==> src/rtl/memory_pkg.sv <==
// memory_pkg
// Shared definitions for the simple-dual-port RAM (memory_dp) and its
// self-clearing controller (memory_clear_fsm).
//   state_t     : controller states ST_CLEAR / ST_IDLE
//   LANE_WIDTH  : bits per byte lane
//   even_parity : parity bit that makes a byte plus its parity hold an even
//                 number of ones

package memory_pkg;

    typedef enum logic {
        ST_CLEAR = 1'b0,
        ST_IDLE  = 1'b1
    } state_t;

    localparam int LANE_WIDTH = 8;

    function automatic logic even_parity(input logic [LANE_WIDTH-1:0] lane);
        return ^lane;
    endfunction

endpackage

==> src/rtl/memory_clear_fsm.sv <==
// memory_clear_fsm
// Walks a pointer across the whole array after reset or a clr pulse so the
// RAM can be zeroed one word per cycle, and reports busy while doing so.
// Ports:
//   clk        in  clock, rising edge
//   rst        in  asynchronous active-high reset (restarts the clear)
//   clr        in  restart the clear sequence from address 0
//   busy       out high while the clear sequence runs
//   clear_we   out write-zero strobe for the array
//   clear_addr out address being zeroed this cycle

module memory_clear_fsm #(
    parameter int ADDRESS_WIDTH = 4,
    parameter int RAM_DEPTH     = 1 << ADDRESS_WIDTH
) (
    input  logic                     clk,
    input  logic                     rst,
    input  logic                     clr,
    output logic                     busy,
    output logic                     clear_we,
    output logic [ADDRESS_WIDTH-1:0] clear_addr
);
    import memory_pkg::*;

    localparam logic [ADDRESS_WIDTH-1:0] LAST_ADDR = ADDRESS_WIDTH'(RAM_DEPTH - 1);

    state_t                   state;
    state_t                   state_next;
    logic [ADDRESS_WIDTH-1:0] ptr;
    logic [ADDRESS_WIDTH-1:0] ptr_next;

    always_ff @(posedge clk or posedge rst) begin
        if (rst) begin
            state <= ST_CLEAR;
            ptr   <= '0;
        end else begin
            state <= state_next;
            ptr   <= ptr_next;
        end
    end

    // The last word is zeroed on the same edge that enters IDLE, so busy is
    // high for exactly RAM_DEPTH cycles. A clr while clearing rewinds the
    // pointer, stretching busy to a full sweep from that pulse.
    always_comb begin
        state_next = state;
        ptr_next   = ptr;
        busy       = 1'b0;
        clear_we   = 1'b0;
        clear_addr = ptr;
        case (state)
            ST_CLEAR: begin
                busy     = 1'b1;
                clear_we = 1'b1;
                if (clr) begin
                    ptr_next = '0;
                end else if (ptr == LAST_ADDR) begin
                    state_next = ST_IDLE;
                    ptr_next   = '0;
                end else begin
                    ptr_next = ptr + 1'b1;
                end
            end
            ST_IDLE: begin
                if (clr) begin
                    state_next = ST_CLEAR;
                    ptr_next   = '0;
                end
            end
        endcase
    end

endmodule

==> src/rtl/memory_dp.sv <==
// memory_dp
// Parametrised simple-dual-port RAM with per-byte write enables, a
// registered read (1-cycle latency) with a valid strobe, selectable
// read-during-write behaviour (BYPASS) and a self-clearing array.
// Optional feature macro: MEMORY_PARITY_EN (per-lane even parity storage,
// wr_perr_inject input and rd_perr output).
// Ports:
//   clk, rst          clock / asynchronous active-high reset
//   clr               restart the array clear sequence
//   busy              clear sequence running; user accesses ignored
//   wr_en, wr_addr, wr_be, wr_data   write port
//   rd_en, rd_addr    read request
//   rd_data, rd_valid registered read data and its one-cycle strobe
//   wr_perr_inject    (parity build) invert stored parity of enabled lanes
//   rd_perr           (parity build) stored parity mismatch on the read word

module memory_dp #(
    parameter int DATA_WIDTH    = 32,
    parameter int ADDRESS_WIDTH = 4,
    parameter int RAM_DEPTH     = 1 << ADDRESS_WIDTH,
    // Derived lane count; leave at its default.
    parameter int BE_WIDTH      = DATA_WIDTH / 8,
    parameter bit BYPASS        = 1'b1
) (
    input  logic                     clk,
    input  logic                     rst,
    input  logic                     clr,
    output logic                     busy,
    input  logic                     wr_en,
    input  logic [ADDRESS_WIDTH-1:0] wr_addr,
    input  logic [BE_WIDTH-1:0]      wr_be,
    input  logic [DATA_WIDTH-1:0]    wr_data,
    input  logic                     rd_en,
    input  logic [ADDRESS_WIDTH-1:0] rd_addr,
    output logic [DATA_WIDTH-1:0]    rd_data,
    output logic                     rd_valid
`ifdef MEMORY_PARITY_EN
    ,
    input  logic                     wr_perr_inject,
    output logic                     rd_perr
`endif
);
    import memory_pkg::*;

    logic                     clear_we;
    logic [ADDRESS_WIDTH-1:0] clear_addr;
    logic                     user_wr;
    logic                     user_rd;
    logic                     same_addr;
    logic [DATA_WIDTH-1:0]    mem [RAM_DEPTH];
    logic [DATA_WIDTH-1:0]    wr_merged;
    logic [DATA_WIDTH-1:0]    rd_word;

    memory_clear_fsm #(
        .ADDRESS_WIDTH (ADDRESS_WIDTH),
        .RAM_DEPTH     (RAM_DEPTH)
    ) u_clear_fsm (
        .clk        (clk),
        .rst        (rst),
        .clr        (clr),
        .busy       (busy),
        .clear_we   (clear_we),
        .clear_addr (clear_addr)
    );

    // clr takes priority over a same-cycle access, and nothing from the user
    // ports reaches the array or the read register while clearing.
    assign user_wr   = wr_en & ~busy & ~clr;
    assign user_rd   = rd_en & ~busy & ~clr;
    assign same_addr = user_wr & (wr_addr == rd_addr);

    // The word as it will look after this cycle's write; reused as the
    // bypass value for a same-address read.
    always_comb begin
        wr_merged = mem[wr_addr];
        for (int b = 0; b < BE_WIDTH; b++) begin
            if (wr_be[b]) begin
                wr_merged[b*LANE_WIDTH +: LANE_WIDTH] = wr_data[b*LANE_WIDTH +: LANE_WIDTH];
            end
        end
    end

    always_comb begin
        if (BYPASS && same_addr) begin
            rd_word = wr_merged;
        end else begin
            rd_word = mem[rd_addr];
        end
    end

    // The array itself is never reset; the clear sweep zeroes it instead.
    always_ff @(posedge clk) begin
        if (clear_we) begin
            mem[clear_addr] <= '0;
        end else if (user_wr) begin
            mem[wr_addr] <= wr_merged;
        end
    end

    always_ff @(posedge clk or posedge rst) begin
        if (rst) begin
            rd_data  <= '0;
            rd_valid <= 1'b0;
        end else begin
            rd_valid <= user_rd;
            if (user_rd) begin
                rd_data <= rd_word;
            end
        end
    end

`ifdef MEMORY_PARITY_EN
    logic [BE_WIDTH-1:0] par_mem [RAM_DEPTH];
    logic [BE_WIDTH-1:0] wr_par_merged;
    logic [BE_WIDTH-1:0] rd_par_word;
    logic [BE_WIDTH-1:0] rd_par_calc;

    // Parity of enabled lanes is recomputed from the new data; the inject
    // input flips it so error paths can be exercised on demand.
    always_comb begin
        wr_par_merged = par_mem[wr_addr];
        for (int b = 0; b < BE_WIDTH; b++) begin
            if (wr_be[b]) begin
                wr_par_merged[b] = even_parity(wr_data[b*LANE_WIDTH +: LANE_WIDTH]) ^ wr_perr_inject;
            end
        end
    end

    always_comb begin
        rd_par_calc = '0;
        if (BYPASS && same_addr) begin
            rd_par_word = wr_par_merged;
        end else begin
            rd_par_word = par_mem[rd_addr];
        end
        for (int b = 0; b < BE_WIDTH; b++) begin
            rd_par_calc[b] = even_parity(rd_word[b*LANE_WIDTH +: LANE_WIDTH]);
        end
    end

    always_ff @(posedge clk) begin
        if (clear_we) begin
            par_mem[clear_addr] <= '0;
        end else if (user_wr) begin
            par_mem[wr_addr] <= wr_par_merged;
        end
    end

    always_ff @(posedge clk or posedge rst) begin
        if (rst) begin
            rd_perr <= 1'b0;
        end else if (user_rd) begin
            rd_perr <= |(rd_par_calc ^ rd_par_word);
        end
    end
`endif

endmodule

==> config.mk <==
export PLATFORM = sky130hd
export DESIGN_NAME = memory_dp
export DESIGN_NICKNAME = d
export VERILOG_FILES = /design/src/rtl/memory_pkg.sv /design/src/rtl/memory_clear_fsm.sv /design/src/rtl/memory_dp.sv
export SDC_FILE = /design/constraint.sdc
export NUM_CORES = 1
export LEC_CHECK = 0
export ABC_AREA = 0
export CORE_MARGIN = 8
export CORE_UTILIZATION = 55
export DETAILED_ROUTE_END_ITERATION = 8
export PLACE_DENSITY_LB_ADDON = 0.3
export SETUP_SLACK_MARGIN = 0.4
export SYNTH_ARGS = -nofsm -noshare
export SYNTH_HDL_FRONTEND = slang
export SYNTH_HIERARCHICAL = 1
export SYNTH_SLANG_ARGS = --single-unit
export TNS_END_PERCENT = 30
==> constraint.sdc <==
create_clock -name clk -period 2.9 [get_ports clk]
set_input_delay 0.725 -clock clk [delete_from_list [all_inputs] [get_ports clk]]
set_output_delay 0.725 -clock clk [all_outputs]
set_load 0.1 [all_outputs]
==> flow_summary_export.csv, run 1 <==
group,metric,value,unit
cts,h-tree-depth,2,
cells_and_area,final_area,0.0304,mm2
pwr,swShare,23.0,%
floorplan,io_pins,83,
sta,setup_viol,0,
hold_path,hp-class,"input pin to asynchronous set/reset pin",
setup_path,worst_setup_path_start_kind,"input pin",
global_route,grt_pass1_wl,107000,um
cells_and_area,drive_gt1_share,31.0,%
routing,ant_nets,0,
global_route,grt_usage,27.5,%
pwr,p_clk_share,40.4,%
routing,num_vias,15963,
flow_run,cap_violations,0,
setup_path,r2r_slack,0.50,ns
setup_path,worstPathRequired,3.19,ns
cts,clock_path_buffers,3,
cells_and_area,insertedDiodeCount,0,
place,place_hpwl,45000,um
yosys,synth_edf_count,512,
cts,numCtsBuffers,55,
cells_and_area,area_growth_syn_to_layout,19.0,%
routing,dr.pass1.iters,5,
global_route,grt-ovfl-total,0,
floorplan,fp-row-count,79,
cts,cts_tree,"yes",
cts,cts_root_buf,"clkbuf_16",
pwr,p_leak,11.0,nW
setup_path,worst_r2r_startpoint,"u_clear_fsm/state",
setup_path,worstSetupPathType,"input pin to flip-flop",
yosys,syn_avg_cell_area,17.9,um2
floorplan,die_w,232,um
pwr,ir_worst_vdd,0.000434,V
yosys,syn_area,0.0255,mm2
sta,fin_crit_sh,84.5,%
cts,clkTransAtPathRegs,0.07,ns
floorplan,die_area,0.0536,mm2
pwr,p_sw,4.18,mW
routing,avgRoutedWirePerCell,32.9,um
cells_and_area,final_util,65.8,%
sta,tightest_slew,1.24,ns
global_route,grt_pass1_vias,16175,
sta,timing.fmax,408,MHz
pwr,p_comb_share,10.7,%
global_route,grt_max_degree,43,
place,place.gp.congestion,0.842,
yosys,ys_ff_latch,550,
yosys,syn-num-nets,1477,
place,placed_cell_area,0.0285,mm2
sta,finalHoldWorstSlack,0.370,ns
routing,drt_iter0_drc,2099,
cts,cts_sinks,550,
sta,rsz0062_at_grt,"yes",
pwr,p_int,14.0,mW
global_route,antenna_found_initial,0,
sta,tns,0,ns
pwr,seq_power_share,48.9,%
floorplan,start_util,55.3,%
cts,clk_latency,0.61,ns
routing,drc,0,
sta,fin_skew,0.0150,ns
cells_and_area,finalNetCount,1643,
sta,drv_slew,0,
cts,holdBufCountCts,0,
cells_and_area,nFillCells,2992,
yosys,synth_cells,1427,
yosys,seq_area_frac_synth,63.9,%
place,io_buffers,82,
sta,hold_violations,0,
sta,finalCriticalPeriod,2.45,ns
yosys,synth-warning-count,6,
yosys,async_flop_share,6.91,%
setup_path,endpoint_kind,"flip-flop",
pwr,p_per_area,598,mW/mm2
sta,maxSlewHeadroom,17.1,%
yosys,ys_types,35,
floorplan,core,0.0462,mm2
setup_path,arrival,2.74,ns
outcome,outcome,"completed",
setup_path,worst-path-max-fanout,16,
floorplan,die_y,232,um
yosys,synth_ff_type,"edfxtp_1",
routing,vias_per_cell,7.11,
routing,drt-total-wl,73900,um
setup_path,critPathLaunch,"wr_addr[0]",
[sequential cells by signal, summed over array words and instances (netlist names)]
register,cells
mem,512
rd_data,32
rd_valid,1
u_clear_fsm/clear_addr,4
u_clear_fsm/state,1
[logic make-up after synthesis]
logic type | share of synthesized area, %
flip-flops | 63.9
buffers and inverters | 2.98
adder cells (fa/ha/maj) | 0.0490
multiplexers | 23.2
AND/OR/NAND/NOR | 1.93
AO/OA/AOI/OAI | 7.72
XOR/XNOR | 0.171
[worst max-delay path, cell delays in order]
cell and delay [ns]:
clkdlybuf4s50_1 0.45, buf_12 0.18, nor2_1 0.74, a221oi_1 0.27, and2_1 0.37
[metal layers]
layer  GRT usage, %  vias up  wire (um)
met5              0        -          0
met3           6.66      265       9130
met2           44.0     1156      35100
met4           11.7        0       3300
li1               -     6354          -
met1           35.9     8188      26400
[layout make-up]
type                       instances  area [um2]  share of cell area, %
sequential                       550       16300                   53.7
timing repair buffer             226        2490                   8.20
clock inverter                    28         344                   1.13
inverter                          39         150                  0.494
clock buffer                      74        1530                   5.03
tap                              607         759                   2.50
multi-input combinational        721        8790                   28.9
[placed cells by master (no fill, tap or decap), types with 7 or more instances in the layout]
master / n
nor2_1: 8
a22oi_1: 128
a221o_1: 32
edfxtp_1: 512
inv_1: 37
dfrtp_1: 37
clkbuf_16: 57
a21oi_1: 68
clkbuf_1: 13
a221oi_1: 32
clkinv_2: 10
clkdlybuf4s50_1: 43
buf_4: 126
mux2i_1: 161
nor2_4: 18
and2_1: 31
mux4_2: 192
bufinv_16: 8
buf_12: 54
nand2b_1: 7
[synthesized netlist by cell type (4+ instances only)]
| master | number | share of area [%] |
|---|---|---|
| buf_1 | 6 | 0.088 |
| buf_2 | 24 | 0.47 |
| a22oi_1 | 128 | 3.8 |
| inv_1 | 39 | 0.57 |
| edfxtp_1 | 512 | 60 |
| mux4_2 | 192 | 17 |
| mux2i_1 | 161 | 6.3 |
| a31oi_1 | 5 | 0.12 |
| buf_4 | 25 | 0.73 |
| nor2b_1 | 5 | 0.12 |
| dfrtp_1 | 38 | 3.7 |
| a221o_1 | 32 | 1.3 |
| nand2_1 | 6 | 0.088 |
| nor2_1 | 27 | 0.40 |
| clkbuf_1 | 55 | 0.81 |
| and2_1 | 34 | 0.83 |
| a221oi_1 | 32 | 1.1 |
| buf_6 | 7 | 0.31 |
| nand2b_1 | 7 | 0.17 |
| a21oi_1 | 68 | 1.3 |
| xnor2_1 | 4 | 0.14 |
[path summary, 6_finish.rpt]
check                                            end  cells after the start
max in group asynchronous                 rd_data[0]                      3
setup reg to reg                           mem[1][4]                      6
setup / recovery                          mem[0][26]                      5
min in group clk                          rd_data[0]                      1
hold reg to reg                           rd_data[0]                      1
hold / removal             u_clear_fsm/clear_addr[0]                      2
[power by group through the flow]
stage	clock [mW]	sequential (mW)	combinational (mW)
final	7.35	8.89	1.94
after global routing	7.67	8.90	2.01
after floorplan	0	9.24	0.980
after global placement	0	9.04	1.89
after detailed placement	0	9.05	1.91
after CTS	7.41	8.88	1.92
[stage by stage]
step	setup slack, ns	std cells	power, mW
CTS	0.463	2240	18.2
floorplan	0.162	1427	10.2
finish	0.450	2245	18.2
detailed placement	-0.145	2138	11.0
global route	0.391	2245	18.6
global placement	-0.0951	2138	10.9
[what timing repair did]
| action | CTS | global route |
|---|---|---|
| setup endpoints to repair | 0 | 328 |
| resized for setup | 0 | 2 |
| setup buffers | 0 | 5 |
Note: power is estimated with default switching activity, not from simulation.
==> inputs of run 2 (changes only) <==
==> constraint.sdc (replaced) <==
create_clock -name clk -period 1.99 [get_ports clk]
set_input_delay 0.4975 -clock clk [delete_from_list [all_inputs] [get_ports clk]]
set_output_delay 0.4975 -clock clk [all_outputs]
set_load 0.1 [all_outputs]
==> run 2 against run 1 <==
Effect of this change:
- the run now ends with setup timing left
- sequential power grew 46%
- global-route usage grew 0.25 points
- clock skew grew 0.0049 ns
- register-to-register slack lost 0.71 ns
- clock power grew 39%
- utilization grew 5.2 points
- sequential share of layout area shrank 3.9 points
- non-clock buffer count grew 102
- via count grew 4.7%
- combinational power grew 75%
==> flow_summary_export.csv, run 2 (same netlist as run 1, synthesis figures left out) <==
group,metric,value,unit
cells_and_area,layout_common_cells,"edfxtp_1 (512), mux4_2 (192), mux2i_1 (155)",
cts,clock_path_buffers,3,
setup_path,cp_top_family,"buffers and inverters",
global_route,grt_pass1_vias,17002,
place,place_hpwl,46600,um
sta,finalCriticalPeriod,2.20,ns
cells_and_area,insertedDiodeCount,0,
floorplan,die_w,232,um
global_route,grt_usage,27.8,%
setup_path,path_cells,"clkinvlp_4, nor3b_4, buf_4, buf_4, nand4_1, buf_4, nor3_2, buf_12, a221o_1",
cells_and_area,area_growth_syn_to_layout,28.3,%
cts,clkTransAtPathRegs,0.06,ns
sta,maxSlewHeadroom,55.7,%
global_route,grt_max_degree,45,
routing,ant_nets,0,
place,io_buffers,82,
sta,layout_setup_ws,-0.209,ns
sta,drv_slew,0,
cells_and_area,largest_reg_flops,512,
floorplan,core,0.0462,mm2
cts,clk_latency,0.62,ns
sta,setup_viol,778,
flow_run,cap_violations,0,
cells_and_area,final_common_cell,"edfxtp_1",
routing,drc,0,
cts,h-tree-depth,2,
cts,cts_tree,"yes",
floorplan,start_util,55.3,%
routing,drt-total-wl,80000,um
floorplan,die_y,232,um
sta,fin_skew,0.0199,ns
setup_path,cpMostUsedCell,"buf_4",
setup_path,worstPathRequired,2.53,ns
pwr,ir_worst_vdd,0.000832,V
outcome,outcome,"complete, but fails checks",
floorplan,fp-row-count,79,
routing,drt_iter0_drc,2187,
global_route,grt_pass1_wl,110000,um
cts,cts_root_buf,"clkbuf_16",
routing,avgRoutedWirePerCell,34.0,um
setup_path,path_buf_inv,5,
cells_and_area,drive_gt1_share,37.5,%
setup_path,cp_slowest_cell,"dfrtp_2",
setup_path,worst-path-max-fanout,26,
cts,cts_sinks,550,
outcome,violations,"setup timing",
routing,vias_per_cell,7.10,
global_route,grt-ovfl-total,0,
sta,fin_crit_sh,111,%
cells_and_area,largest_register,"mem",
place,pre_cts_ws,-0.768,ns
setup_path,worst_setup_path_start_kind,"flip-flop",
setup_path,arrival,2.74,ns
floorplan,die_area,0.0536,mm2
global_route,antenna_found_initial,0,
floorplan,io_pins,83,
setup_path,slowest_delay,0.38,ns
routing,dr.pass1.iters,6,
sta,tightest_slew,0.664,ns
pwr,p_leak,11.9,nW
sta,hold_violations,0,
sta,tns,-77.01,ns
sta,rsz0062_at_grt,"yes",
pwr,p_per_area,811,mW/mm2
sta,timing.fmax,455,MHz
cts,holdBufCountCts,0,
hold_path,hp-class,"input pin to asynchronous set/reset pin",
setup_path,worstSetupPathType,"flip-flop to flip-flop",
place,place.gp.congestion,0.882,
cells_and_area,finalNetCount,1752,
cts,numCtsBuffers,55,
routing,num_vias,16708,
setup_path,endpoint_kind,"flip-flop",
-- run 2: cell count changes in the layout (fill, tap and decap cells not counted), sizes merged --
cell,before,now
buf,182,266
clkbuf,75,85
clkinv,17,25
and2,34,41
bufinv,8,5
inv,38,39
-- run 2: timing repair --
item | CTS | global route
setup buffers | 9 | 22
endpoints found under the setup margin | 1090 | 1090
pin swaps | 8 | 23
gates resized for setup | 53 | 81
gates cloned | 2 | 29
-- run 2: worst paths after layout --
kind                                        start  cells past startpoint  slack [ns]                   endpoint
worst max register to register  u_clear_fsm/state                      9       -0.21                 rd_data[7]
worst max-delay path            u_clear_fsm/state                      9       -0.21                 rd_data[7]
worst min register to register        rd_data[30]                      1        0.58                rd_data[30]
min in group clk                      rd_data[30]                      1        0.58                rd_data[30]
max in group asynchronous                     rst                      3        1.31                 rd_data[6]
worst min-delay path                          rst                      2        0.14  u_clear_fsm/clear_addr[0]
-- run 2: metal layers --
| metal | global-route usage (%) | routed length [um] | vias up | share of wire [%] |
|---|---|---|---|---|
| met4 | 11.5 | 4250 | 0 | 5.3 |
| met3 | 7.13 | 9740 | 260 | 12 |
| met5 | 0 | 0 | - | 0 |
| met2 | 44.8 | 38300 | 1377 | 48 |
| li1 | - | - | 6607 | - |
| met1 | 35.8 | 27700 | 8464 | 35 |
-- run 2: layout make-up --
class	count	area, um2
sequential	550	16300
tap	607	759
fill	2727	13400
clock inverter	34	294
inverter	39	150
timing repair buffer	328	4730
clock buffer	66	1460
multi-input combinational	728	9050
-- run 2: power by group --
| group | internal, mW | switching (mW) | leakage (nW) |
|---|---|---|---|
| Sequential | 12.8 | 0.181 | 5.63 |
| Clock | 5.84 | 4.38 | 0.858 |
| Combinational | 1.59 | 1.81 | 5.44 |
-- run 2: through the flow --
step | utilization, % | area, um2 | hold slack, ns | power (mW) | cells
4_1_cts | 68.6 | 31700 | 0.119 | 26.3 | 2301
6_report | 71.0 | 32800 | 0.141 | 26.6 | 2352
3_3_place_gp | 64.0 | 29500 | 0.563 | 16.2 | 2190
3_5_place_dp | 64.0 | 29500 | 0.570 | 16.2 | 2190
5_1_grt | 71.0 | 32800 | 0.164 | 27.2 | 2352
2_1_floorplan | - | 25800 | 0.276 | 14.9 | 1427
==> inputs of run 3 (changes only) <==
--- a/config.mk
+++ b/config.mk
@@ -6,8 +6,10 @@
 export NUM_CORES = 1
 export LEC_CHECK = 0
 export ABC_AREA = 0
+export CELL_PAD_IN_SITES_DETAIL_PLACEMENT = 0
+export CELL_PAD_IN_SITES_GLOBAL_PLACEMENT = 1
 export CORE_MARGIN = 8
-export CORE_UTILIZATION = 55
+export CORE_UTILIZATION = 48
 export DETAILED_ROUTE_END_ITERATION = 8
 export PLACE_DENSITY_LB_ADDON = 0.3
 export SETUP_SLACK_MARGIN = 0.4
==> run 3 against run 2 <==
Effect of this change:
- the run still ends with setup timing left
- sequential cell count is the same
- sequential share of layout area fell by 1.3 points
- via count shrank 1.8%
- highest routed layer unchanged
- clock power rose by 12%
- combinational power down 4%
- design area increased by 2.7%
- non-clock buffer count up 47
- global-route usage fell by 1.9 points
- register-to-register slack barely moved
- largest power group unchanged
- maximum frequency increased by 0.46%
==> flow_summary_export.csv, run 3 (same netlist as run 1, synthesis figures left out) <==
group,metric,value,unit
outcome,outcome,"complete, but fails checks",
outcome,violations,"setup timing",
setup_path,r2r-end,"mem[5][6]",
routing,dr.pass1.iters,5,
routing,drt_iter0_drc,2130,
setup_path,worstPathRequired,2.32,ns
floorplan,die_w,247,um
sta,timing.fmax,457,MHz
floorplan,die_y,247,um
cts,numCtsBuffers,56,
setup_path,arrival,2.52,ns
setup_path,r2r_slack,-0.20,ns
floorplan,fp-row-count,84,
global_route,grt_pass1_vias,17119,
routing,vias_per_cell,6.62,
cells_and_area,final_util,64.0,%
routing,avgRoutedWirePerCell,32.7,um
global_route,antenna_found_initial,0,
sta,tightest_slew,0.701,ns
pwr,p_per_area,821,mW/mm2
place,io_buffers,82,
setup_path,endpoint_kind,"flip-flop",
setup_path,worst_r2r_startpoint,"u_clear_fsm/state",
cts,clk_latency,0.63,ns
setup_path,worstSetupPathType,"flip-flop to flip-flop",
sta,tns,-70.96,ns
cells_and_area,nFillCells,3595,
sta,hold_violations,0,
cts,clock_path_buffers,3,
cells_and_area,final_area,0.0336,mm2
cells_and_area,layout_common_cells,"edfxtp_1 (512), mux4_2 (192), mux2i_1 (161)",
global_route,grt_usage,25.8,%
cells_and_area,largest_register,"mem",
setup_path,worst_setup_path_start_kind,"flip-flop",
routing,drc,0,
setup_path,r2r_cells,9,
pwr,ir_worst_vdd,0.000742,V
pwr,p_leak,12.3,nW
global_route,grt_max_degree,33,
sta,finalCriticalPeriod,2.19,ns
floorplan,io_pins,83,
global_route,grt_pass1_wl,114000,um
sta,setup_viol,909,
cells_and_area,area_growth_syn_to_layout,31.7,%
setup_path,worst-path-max-fanout,8,
cells_and_area,largest_reg_flops,512,
place,placed_cell_area,0.0302,mm2
sta,rsz0062_at_grt,"yes",
sta,finalHoldWorstSlack,0.133,ns
cells_and_area,finalNetCount,1793,
cts,cts_root_buf,"clkbuf_16",
floorplan,die_area,0.0609,mm2
sta,fin_skew,0.0226,ns
cells_and_area,insertedDiodeCount,0,
cts,cts_tree,"yes",
cells_and_area,final_common_cell,"edfxtp_1",
floorplan,core,0.0526,mm2
routing,num_vias,16409,
routing,ant_nets,0,
floorplan,start_util,48.6,%
flow_run,cap_violations,0,
cells_and_area,fin_cells,2477,
routing,drt-total-wl,81000,um
place,place.gp.congestion,0.823,
cells_and_area,drive_gt1_share,38.3,%
sta,layout_setup_ws,-0.199,ns
sta,maxSlewHeadroom,53.3,%
sta,fin_crit_sh,110,%
sta,drv_slew,0,
place,place_hpwl,48300,um
cts,cts_sinks,550,
cts,clkTransAtPathRegs,0.06,ns
global_route,grt-ovfl-total,0,
place,dp_cells,2304,
cts,h-tree-depth,2,
hold_path,hp-class,"input pin to asynchronous set/reset pin",
-- run 3: cell types whose count changed in the layout (fill, tap and decap cells not counted), sizes merged --
| cell | previous run | this run |
|---|---|---|
| and2 | 41 | 34 |
| bufbuf | 0 | 1 |
| clkinv | 25 | 16 |
| clkinvlp | 4 | 5 |
| buf | 266 | 321 |
| clkbuf | 85 | 81 |
| bufinv | 5 | 12 |
-- run 3: how the worst max path moves through the flow --
stage / startpoint / endpoint / slack, ns / cells past startpoint
3_3_place_gp: wr_addr[0] / mem[13][15] / -0.72 / 6
6_report: u_clear_fsm/state / mem[5][6] / -0.20 / 9
5_1_grt: u_clear_fsm/state / mem[5][6] / -0.27 / 9
3_5_place_dp: wr_addr[0] / mem[9][10] / -0.79 / 6
4_1_cts: u_clear_fsm/state / mem[1][11] / -0.16 / 8
2_1_floorplan: u_clear_fsm/state / mem[13][0] / -0.75 / 7
-- run 3: layout make-up --
cell class	count	area, um2	share of cell area [%]
clock buffers	71	1530	4.54
clock inverters	33	483	1.44
inverters	39	150	0.446
multi-input cells	721	8890	26.4
flip-flops and latches	550	16300	48.5
well taps	688	861	2.56
repair buffers	375	5410	16.1
-- run 3: power by group --
| group | internal [mW] | switching [mW] |
|---|---|---|
| registers | 12.8 | 0.176 |
| clock network | 6.98 | 4.45 |
| logic | 1.48 | 1.76 |
-- run 3: per-layer routing --
metal,wire [um],GRT usage (%)
met3,7730,4.56
met1,30300,33.7
met2,39600,42.6
met4,3430,10.8
met5,0,0
-- run 3: what timing repair did --
action                                 4_1_cts  5_1_grt
hold buffers                                 0        0
endpoints found under the hold margin        0        0
setup endpoints to repair                 1090     1090
cloned                                      17       10
pin swaps                                    1        7
buffers inserted                            32       10
resized for setup                           72       19
-- run 3: critical path, cell delays in order, from the launching register on --
cell and delay (ns):
dfrtp_2 0.38, clkinvlp_4 0.10, buf_4 0.18, nand2b_1 0.17
buf_6 0.17, nor3b_4 0.22, a31oi_4 0.11, nor2_4 0.21
buf_6 0.16, clkbuf_16 0.18
-- run 3: stage by stage --
stage / power (mW) / setup slack, ns
floorplan: 14.9 / -0.748
global placement: 16.3 / -0.716
detailed placement: 16.3 / -0.786
CTS: 27.6 / -0.164
global route: 28.3 / -0.275
finish: 27.6 / -0.199
==> edit (config.mk and constraints of run 1) <==
`ADDRESS_WIDTH` is set to 4 in 2 places; all go to 3.
--- a/src/rtl/memory_clear_fsm.sv
+++ b/src/rtl/memory_clear_fsm.sv
@@ -10,7 +10,7 @@
 //   clear_addr out address being zeroed this cycle
 
 module memory_clear_fsm #(
-    parameter int ADDRESS_WIDTH = 4,
+    parameter int ADDRESS_WIDTH = 3,
     parameter int RAM_DEPTH     = 1 << ADDRESS_WIDTH
 ) (
     input  logic                     clk,
--- a/src/rtl/memory_dp.sv
+++ b/src/rtl/memory_dp.sv
@@ -16,7 +16,7 @@
 
 module memory_dp #(
     parameter int DATA_WIDTH    = 32,
-    parameter int ADDRESS_WIDTH = 4,
+    parameter int ADDRESS_WIDTH = 3,
     parameter int RAM_DEPTH     = 1 << ADDRESS_WIDTH,
     // Derived lane count; leave at its default.
     parameter int BE_WIDTH      = DATA_WIDTH / 8,
Ports: changed (resized rd_addr and wr_addr); port bits go from 83 to 81. No check against the original RTL was run, so the function may have changed too.
==> edit against run 1 <==
- total power decreased by 44%
- setup slack better by 0.082 ns
- non-clock buffer count decreased by 63
- sequential cell count shrank 257
- cell area fell by 45%
- routed wire length shrank 52%
- core utilization up 1.1 points
- global-route usage shrank 4.5 points
- synthesized area shrank 45%
- clock power down 48%
- count of clock-buffer cells in the layout down 36
- highest routed layer unchanged
==> edit: results (changes against run 1) <==
status completed (unchanged); first-pass GRT wire length 54,500 um (was 107,000 um); CTS clk-pin slew, worst paths 0.07 ns (about the same); max frequency 0.422 GHz (was 0.408 GHz); H-tree Lvls 1 (was 2); Post-Layout Cell Count 1,354 (was 2,245); Mapped Cells 879 (was 1,427); async set-reset flop share out of synthesis 12.6% (was 6.91%); pre-CTS setup slack 0.0105 ns (was -0.145 ns); reg2reg setup slack 0.57 ns (was 0.50 ns); clock latency on the worst-skew pair 0.53 ns (was 0.61 ns); final WL 35,600 um (was 73,900 um); Peak VDD IR 0.470 mV (was 0.434 mV); Worst Reg-to-Reg Cells 7 (was 6); TritonCTS buffer count 29 (was 55); IO Port Bufs 80 (was 82); Slew HR 36.0% (was 17.1%); Worst Hold Margin 0.433 ns (was 0.370 ns); post-DR vias/cell 6.49 (was 7.11); critical path peak fanout 12 (was 16); Synth area leaders edfxtp_1 55%, mux4_2 15%, mux2i_1 7.2% (was edfxtp_1 60%, mux4_2 17%, mux2i_1 6.3%); register area share after synthesis 61.2% (was 63.9%); Hold Crit Class in2async (unchanged); CP max stage cell a22oi_1 (was nor2_1); clock skew 0.00748 ns (was 0.0150 ns); worst r2r src u_clear_fsm/state$_DFF_PP0_ (unchanged); fill cell count 1,677 (was 2,992); first-pass detailed-route iteration total 5 (unchanged); launch point of the worst path clr (was wr_addr[0]); Leakage 6.26 nW (was 11.0 nW); Top reg by flops mem (unchanged); # nets final 1,051 (was 1,643); max FFs per register 256 (was 512); root buffer cell clkbuf_16 (unchanged); crit path DAT 2.67 ns (was 2.74 ns); gpl congestion 0.819 (was 0.842); largest net degree at the start of global routing 65 (was 43); synth unique cells 40 (was 35); DR iter-0 viols 902 (was 2,099); Syn Nets 928 (was 1,477); commonest cells in the netlist 256 x edfxtp_1, 101 x mux2i_1, 92 x mux4_2 (was 512 x edfxtp_1, 192 x mux4_2, 161 x mux2i_1); hpwl dp 22,800 um (was 45,000 um); vias in the first global route 9,180 (was 16,200); antenna cell count 0 (unchanged); Crit Reg-Reg Endpoint mem[0][5]$_DFFE_PP_ (was mem[1][4]$_DFFE_PP_); Worst path max stage delay 0.73 ns; placed cells 1,299 (was 2,138); Post-synth EDFFs 256 (was 512); all-layer global routing usage 23.0% (was 27.5%); clock tree buffer depth 3 (unchanged); proportion of layout cells with a drive suffix above 1 29.2% (was 31.0%)
[edit: logic make-up (layout without fill, tap and decap cells)]
| group | after synthesis | count (layout) | synth area share [%] |
|---|---|---|---|
| AO/OA/AOI/OAI | 148 | 148 | 7.61 |
| XOR/XNOR | 3 | 3 | 0.187 |
| adder cells (fa/ha/maj) | 2 | 2 | 0.178 |
| buffers and inverters | 76 | 221 | 2.90 |
| flip-flops | 293 | 293 | 61.2 |
| multiplexers | 202 | 202 | 22.6 |
| AND/OR/NAND/NOR | 155 | 155 | 5.28 |
[edit: worst max path at each step]
stage                                      end  cells after the start
final                     mem[5][16]$_DFFE_PP_                      7
after global routing      mem[5][18]$_DFFE_PP_                      7
after CTS                 mem[0][30]$_DFFE_PP_                      7
after detailed placement  mem[7][26]$_DFFE_PP_                      6
after global placement    mem[7][27]$_DFFE_PP_                      6
after floorplan            mem[1][0]$_DFFE_PP_                      8
[edit: cell type report]
class | count | area share (%)
sequential | 293 | 51.1
multi-input combinational | 510 | 30.5
timing repair buffer | 163 | 9.95
clock buffer | 38 | 4.74
tap | 330 | 2.45
clock inverter | 15 | 1.06
inverter | 5 | 0.134
[edit: timing repair]
item | in CTS | in global routing
setup buffers | 2 | 0
resized for setup | 1 | 1
setup endpoints to repair | 188 | 51
hold buffers | 0 | 0
[edit: where the power goes]
| group | internal, mW | leakage (nW) | switching [mW] |
|---|---|---|---|
| Clock | 2.22 | 0.469 | 1.57 |
| Sequential | 4.80 | 3.04 | 0.122 |
| Combinational | 0.611 | 2.75 | 0.942 |
| Total | 7.63 | 6.26 | 2.63 |
[edit: worst max-delay path: cells and delay by family]
family	cells	cell delay, ns
compound gates	1	0.73
buf+inv	4	1.00
simple gates	2	0.20
[edit: metal layers]
metal  global-route usage, %  vias up  wire length [um]
li1                        -     3798                 -
met2                    36.0      429             16800
met1                    31.6     4492             14700
met4                    6.68        0               838
met3                    5.85       70              3300
met5                       0        -                 0
[edit: per-stage QoR]
stage                     instance area (um2)  power, mW
after floorplan                         14200       6.05
after global placement                  15900       6.53
after detailed placement                15900       6.55
after CTS                               16900       10.3
after global routing                    16900       10.6
final                                   16900       10.3
